[config.mk]
export PLATFORM = sky130hd
export DESIGN_NAME = bus_invert_pipe
export DESIGN_NICKNAME = d
export VERILOG_FILES = /design/src/rtl/bus_invert_pipe.sv
export SDC_FILE = /design/constraint.sdc
export NUM_CORES = 1
export LEC_CHECK = 0
export CAP_MARGIN = 40
export CORE_AREA = 2 2 80 82
export CTS_CLUSTER_SIZE = 24
export DETAILED_ROUTE_END_ITERATION = 10
export DIE_AREA = 0 0 82 84
export GPL_TIMING_DRIVEN = 0
export SETUP_SLACK_MARGIN = 0.1
export SYNTH_ARGS = -nofsm -noshare
export SYNTH_HDL_FRONTEND = slang
export SYNTH_SLANG_ARGS = --single-unit
[constraint.sdc]
create_clock -name ck -period 9.7 [get_ports ck]
set_clock_uncertainty 0.2 [all_clocks]
set_input_delay 1.94 -clock ck [delete_from_list [all_inputs] [get_ports ck]]
set_output_delay 1.94 -clock ck [all_outputs]
set_load 0.01 [all_outputs]
[src/rtl/bus_invert_pipe.sv]
// Two-stage bus pipeline with optional bus-invert coding and a saturating
// count of wire transitions on {binv, B} for switching-activity comparison.
module bus_invert_pipe #(
  parameter int W  = 8,
  parameter int CW = 16
) (
  input  logic          ck,
  input  logic          rst,
  input  logic          mode,
  input  logic          in_valid,
  input  logic [W-1:0]  A,
  input  logic          clr_count,
  output logic [W-1:0]  B,
  output logic          binv,
  output logic [W-1:0]  C,
  output logic          out_valid,
  output logic [CW-1:0] tcount
);

  localparam int DW = $clog2(W + 1);
  localparam int TW = $clog2(W + 2);
  localparam int SW = ((CW > TW) ? CW : TW) + 1;
  localparam logic [DW-1:0] HALF    = DW'(W / 2);
  localparam logic [SW-1:0] SAT_MAX = {{(SW - CW){1'b0}}, {CW{1'b1}}};

  function automatic logic [DW-1:0] f_pop_w(input logic [W-1:0] v);
    logic [DW-1:0] n;
    n = '0;
    for (int i = 0; i < W; i++) n = n + DW'(v[i]);
    return n;
  endfunction

  function automatic logic [TW-1:0] f_pop_w1(input logic [W:0] v);
    logic [TW-1:0] n;
    n = '0;
    for (int i = 0; i <= W; i++) n = n + TW'(v[i]);
    return n;
  endfunction

  logic [W-1:0]  r_b;
  logic          r_binv;
  logic          r_valid1;
  logic [W-1:0]  r_c;
  logic          r_out_valid;
  logic [CW-1:0] r_tcount;

  logic [DW-1:0] w_d;
  logic          w_inv;
  logic [W-1:0]  w_b_next;
  logic          w_binv_next;
  logic [TW-1:0] w_t;
  logic [SW-1:0] w_sum;
  logic [CW-1:0] w_tcount_next;

  // Encode: invert only on a strict majority of toggling wires; a tie keeps
  // true polarity. With no valid word the bus holds, so w_t comes out zero.
  always_comb begin
    w_d           = f_pop_w(A ^ r_b);
    w_inv         = mode && (w_d > HALF);
    w_b_next      = r_b;
    w_binv_next   = r_binv;
    if (in_valid) begin
      w_b_next    = w_inv ? ~A : A;
      w_binv_next = w_inv;
    end
    w_t           = f_pop_w1({w_binv_next, w_b_next} ^ {r_binv, r_b});
    w_sum         = SW'(r_tcount) + SW'(w_t);
    w_tcount_next = (w_sum > SAT_MAX) ? {CW{1'b1}} : w_sum[CW-1:0];
  end

  // NOTE: state is assigned with <= so every register samples pre-edge values;
  // the async reset clears all of it without waiting for a clock edge.
  always_ff @(posedge ck or negedge rst) begin
    if (!rst) begin
      r_b         <= '0;
      r_binv      <= 1'b0;
      r_valid1    <= 1'b0;
      r_c         <= '0;
      r_out_valid <= 1'b0;
      r_tcount    <= '0;
    end else begin
      r_b         <= w_b_next;
      r_binv      <= w_binv_next;
      r_valid1    <= in_valid;
      if (r_valid1) r_c <= r_b ^ {W{r_binv}};
      r_out_valid <= r_valid1;
      r_tcount    <= clr_count ? '0 : w_tcount_next;
    end
  end

  assign B         = r_b;
  assign binv      = r_binv;
  assign C         = r_c;
  assign out_valid = r_out_valid;
  assign tcount    = r_tcount;

endmodule

* Word level (Yosys, flattened, before mapping)
Cells that the tools add are included.
** Operators by class
- $add $sub $neg :: 16
- $mul :: 0
- Div/mod/pow operators :: 0
- Order comparisons :: 2
- Equal/unequal tests :: 0
- Shift operators :: 0
- Muxes and demuxes :: 5
- Bitwise logic cells :: 4
- Reductions and logical operators :: 1
** Operators by type and width (count)
- 4-bit by 1-bit adder with 4-bit output :: 9
- 16-bit two-way mux :: 2
- 16-bit by 4-bit adder with 17-bit output :: 1
- 17-bit by 16-bit greater-than comparator with 1-bit output, second input constant :: 1
- 8-bit two-way mux :: 2
- 8-bit bitwise XOR :: 2
- 9-bit bitwise XOR :: 1
- 3-bit by 1-bit adder with 4-bit output :: 2
- 8-bit NOT :: 1
- 2-bit by 1-bit adder with 3-bit output :: 2
- 1-bit by 1-bit adder with 2-bit output :: 2
- 4-bit by 3-bit greater-than comparator with 1-bit output, second input constant :: 1
- 1-bit logical AND :: 1
- 1-bit two-way mux :: 1
** Word-level totals
- Flip-flop bits (word level) :: 35
- Bits in latches :: 0
- Memory bits (writable) :: 0
- Memory bits (read-only) :: 0
- Input bits :: 13
- Memories kept :: 0

* Logic depth before layout (Yosys ltp)
- Depth after elaboration :: 25
- Gate-level depth with buffers :: 28
- Gate-level depth less buffers :: 25

* Least setup slack after synthesis
OpenSTA, ideal clock, no wires.
- Path type :: in2reg
- Start :: input port A[0]
- End :: register r_tcount[11] (netlist: tcount[11])
- Library setup time :: 0.082 ns
- Arrival :: 8.735 ns
- Slack :: 0.683 ns
- Cell stages on the path :: 28
- Path through :: xnor2_1 fa_1 inv_1 fa_1 inv_1 fa_1 inv_1 ha_1 fa_1 xnor2_1 o22a_1 clkbuf_1 buf_2 nor3_1 nor3_1 fa_1 fa_1 inv_1 fa_1 inv_1 ha_1 inv_1 fa_1 nand2b_1 a21oi_1 or4b_4 buf_6 a31oi_1
** On the way
- Longest elaborated chain between the ends :: 25
- Elaborated cells between the ends (all ways) :: 27
- Those cells by class :: add/sub (16); order compare (2); mux (5); bitwise (3); reduce/logical (1)
** RTL lines
- start: declaration :: RTL line 11 : input logic [W-1:0] A,
- 8-bit bitwise XOR :: RTL line 58 : w_d = f_pop_w(A ^ r_b);
- 1-bit by 1-bit adder with 2-bit output :: RTL line 29 : for (int i = 0; i < W; i++) n = n + DW'(v[i]);
- 2-bit by 1-bit adder with 3-bit output :: RTL line 29
- 3-bit by 1-bit adder with 4-bit output :: RTL line 29
- 4-bit by 1-bit adder with 4-bit output (4 in a row) :: RTL line 29
- 4-bit by 3-bit greater-than comparator with 1-bit output :: RTL line 59 : w_inv = mode && (w_d > HALF);
- 1-bit logical AND :: RTL line 59
- 8-bit two-way mux :: RTL line 63 : w_b_next = w_inv ? ~A : A;
- (+3 left out)
- 2-bit by 1-bit adder with 3-bit output :: RTL line 36 : for (int i = 0; i <= W; i++) n = n + TW'(v[i]);
- 3-bit by 1-bit adder with 4-bit output :: RTL line 36
- 4-bit by 1-bit adder with 4-bit output (4 in a row) :: RTL line 36
- 4-bit by 1-bit adder with 4-bit output (*) :: RTL line 36
- 16-bit by 4-bit adder with 17-bit output (*) :: RTL line 67 : w_sum = SW'(r_tcount) + SW'(w_t);
- 17-bit by 16-bit greater-than comparator with 1-bit output :: RTL line 68 : w_tcount_next = (w_sum > SAT_MAX) ? {CW{1'b1}} : w_sum[CW-1:0];
- 16-bit two-way mux (*) :: RTL line 68
- 16-bit two-way mux (*) :: RTL line 87 : r_tcount <= clr_count ? '0 : w_tcount_next;
- end signal: assignment :: RTL line 87
- end: declaration :: RTL line 45 : logic [CW-1:0] r_tcount;
Mark *: on every way between the ends. The rest lies on a longest branch, timed or not.
A chain may end at the register's enable or synchronous reset.

* Worst setup path in the final report
- Start :: input port A[0]
- End :: register r_tcount[13] (netlist: tcount[13])
Same word-level chain as after synthesis.

==> PnR_summary.wiki <==
{| class="wikitable"
! Metric !! Value
|-
| CP delay by family, top || adder cells
|-
| Pin count of the biggest net entering global routing || 29
|-
| I/O pin cnt || 47
|-
| Total of flip-flops plus latches after synthesis || 35
|-
| CP startpoint kind || primary input
|-
| Relative slew slack || 0.551
|-
| Finish-stage setup viols || 0
|-
| Die area || 6890 sq um
|-
| Fin Setup TNS || 0 ns
|-
| Die Y-Extent || 84 um
|-
| Layout overhead on the synthesized area || 32.2%
|-
| Post-layout minimum cycle time || 9.12 ns
|-
| Cell row count || 29
|-
| Total of buffers placed on input and output ports || 45
|-
| Sequential area share after synthesis || 0.376
|-
| Routed wire length per instance || 14.4 um
|-
| Portion of synthesized cell area occupied by the leading cell type || 0.376
|-
| # hold bufs at CTS || 0
|-
| Largest area contributor in the netlist || sky130_fd_sc_hd__dfrtp_1
|-
| Most frequent cell on the critical path || sky130_fd_sc_hd__fa_1
|-
| Chip Width || 82 um
|-
| TritonRoute pass-1 iters || 4
|-
| R2r setup slk || 1.94 ns
|-
| Reg2Reg Depth || 28
|-
| Drc violations || 0
|-
| Largest incremental delay on the critical path || 0.55 ns
|-
| YS warnings || 0
|-
| Max-cap violations || 0
|-
| Unrepaired setup endpoints after global routing || false
|-
| Worst-path clk slew || 0.08 ns
|-
| Overall routing resource usage || 0.175
|-
| Cell count after placement || 374
|-
| Number of pins with negative max-slew slack in the final report || 0
|-
| First-pass GRT wire length || 9410 um
|-
| Final HPWL DP || 4120 um
|-
| Root cell of the clock tree || sky130_fd_sc_hd__clkbuf_8
|-
| Number of hold-slack violations in the final timing report || 0
|-
| Storage element area || 876 sq um
|-
| Diode count || 0
|-
| Via count of the first global-routing pass || 1974
|-
| CP Max Fanout || 10
|-
| GPL Wtd Cong || 0.881
|-
| Main area contributors after synthesis || sky130_fd_sc_hd__dfrtp_1 38%, sky130_fd_sc_hd__fa_1 8.6%, sky130_fd_sc_hd__xnor2_1 6.4%
|-
| CTS Sinks || 35
|-
| Maximum clock frequency || 110 MHz
|-
| Final period util || 0.940
|-
| Post-synth net total || 283
|-
| Post-synthesis area per instance || 9.28 sq um
|-
| Hold/Removal Path Class || flip-flop to flip-flop
|-
| Flip-flop cell with the highest count after synthesis || sky130_fd_sc_hd__dfrtp_1
|-
| Post-synth EDFFs || 0
|-
| Share of post-route cells with drive strength above 1 || 0.117
|-
| Combined buffer and inverter count along the critical path || 10
|-
| Clock latency reported for the late side of the worst-skew pair || 0.29 ns
|-
| Fill cell count || 609
|-
| R2R Path End || tcount[13]
|-
| Post-Route Utilization || 0.505
|-
| Number of H-tree levels || 2
|-
| Worst path arrival time || 9.13 ns
|-
| Cell area after technology mapping || 2330 sq um
|-
| Number of antenna-violating nets in the routed design || 0
|-
| Finished Layout Cells || 384
|-
| Share of async-settable or async-resettable flops after synthesis || 1.00
|-
| Worst Setup EP || tcount[13]
|-
| TritonCTS clock tree || built
|-
| Kind of critical path || primary input to flip-flop
|-
| Via-per-instance ratio || 5.18
|-
| Wire length after detailed routing || 5540 um
|-
| Pin slew with the least headroom to its limit || 0.673 ns
|-
| Standard cell core area || 6100 sq um
|-
| Nets || 338
|-
| Worst Setup End Kind || flip-flop
|-
| CP max-delay cell || sky130_fd_sc_hd__fa_1
|-
| DRT iter0 DRCs || 130
|-
| Antenna violations before repair || 0
|-
| Number of standard cells after synthesis || 251
|-
| First element of the critical path || A[0]
|-
| Critical path depth || 29
|-
| Number of distinct library cell variants in the gate-level netlist after synthesis || 41
|-
| GRT Residual Overflow || 0
|-
| Start of the worst register-to-register path || B[0]
|-
| Starting density of the core || 0.382
|-
| Count of vias placed by the detailed router || 1991
|-
| Multi-input logic area || 1390 sq um
|-
| Required time of the critical path || 9.71 ns
|-
| Number of buffers on the longest clock path || 2
|-
| Number of buffers created by CTS || 5
|-
| Status || completed
|}
## synthesized netlist by cell type (all sizes together), types with 2 or more instances
cell and count:
xor2 5, o21ai 14, ha 9, inv 19, nor2 21, nand4 2
a211oi 3, a21oi 24, dfrtp 35, xnor2 17, a21o 3, nor3 14
a21boi 4, or3 14, a31oi 13, and4 4, clkbuf 11, and3 3
nand3 5, nand2 5, buf 3, fa 10
## repair_timing
action	CTS	global route
setup endpoints to repair	16	16
resized for setup	7	16
pin swaps	0	6
gates cloned	0	0
buffers inserted	0	2
## registers in the layout, indices dropped and copies added (netlist names)
signal     flops
binv           1
out_valid      1
C              8
B              8
r_valid1       1
tcount        16
## stage by stage
stage | hold WS (ns) | setup slack, ns | area, sq um
final | 0.175 | 0.583 | 3080
after CTS | 0.179 | 0.106 | 3000
after global routing | 0.195 | 0.231 | 3080
after global placement | 0.156 | -0.578 | 2880
after detailed placement | 0.160 | -0.681 | 2890
after floorplan | 0.152 | 0.683 | 2330
## logic make-up (layout without fill, tap and decap cells)
kind of cell,count (synthesis),in the layout,synth area share
compound gates,69,69,0.179
simple gates,72,72,0.169
flops,35,35,0.376
buf+inv,34,90,0.0586
xor+xnor,22,22,0.0827
fa+ha+maj,19,19,0.134
## metal layers
layer,track usage,wire length (um)
met2,0.279,2600
met4,0.0439,53
met1,0.239,2630
met3,0.0422,261
met5,0,0
## worst register-to-register path: cells and delay by family, from the launching register on
kind                       cells  cell delay, ns
and+or+nand+nor                5            0.99
xor gates and xnor gates       1            0.20
AOI/OAI and AO/OA              3            0.52
adders and majority gates     10            4.47
DFF                            1            0.46
buffers and inverters          9            0.83
## worst min path at each step
stage	startpoint	end	slack, ns	depth (start not counted)
after floorplan	r_valid1	out_valid	0.15	0
after global placement	r_valid1	out_valid	0.16	0
after detailed placement	r_valid1	out_valid	0.16	0
after CTS	r_valid1	out_valid	0.18	0
after global routing	r_valid1	out_valid	0.19	0
final	r_valid1	out_valid	0.17	0
## layout make-up
type	instances	share of cell area
well taps	77	0.0313
inverters	20	0.0244
clock inverters	3	0.00650
clock buffers	5	0.0223
multi-input cells	182	0.451
plain buffers	14	0.0219
repair buffers	48	0.158
flip-flops and latches	35	0.284
## layout by cell type, fill, tap and decap left out, types with 5 or more instances in the layout
cell                              count
sky130_fd_sc_hd__dfrtp_1             35
sky130_fd_sc_hd__nand3_1              5
sky130_fd_sc_hd__clkdlybuf4s50_1     41
sky130_fd_sc_hd__ha_1                 8
sky130_fd_sc_hd__nor2_1              20
sky130_fd_sc_hd__o21ai_0             14
sky130_fd_sc_hd__fa_1                 9
sky130_fd_sc_hd__inv_1               19
sky130_fd_sc_hd__or3_1               14
sky130_fd_sc_hd__clkbuf_8             5
sky130_fd_sc_hd__clkbuf_1            10
sky130_fd_sc_hd__xor2_1               5
sky130_fd_sc_hd__a21oi_1             23
sky130_fd_sc_hd__nor3_1              12
sky130_fd_sc_hd__a31oi_1             13
sky130_fd_sc_hd__xnor2_1             13
Power is left out: the tool's default activity adds up to more than one toggle a clock period on the data nets, which glitch-free logic cannot reach.
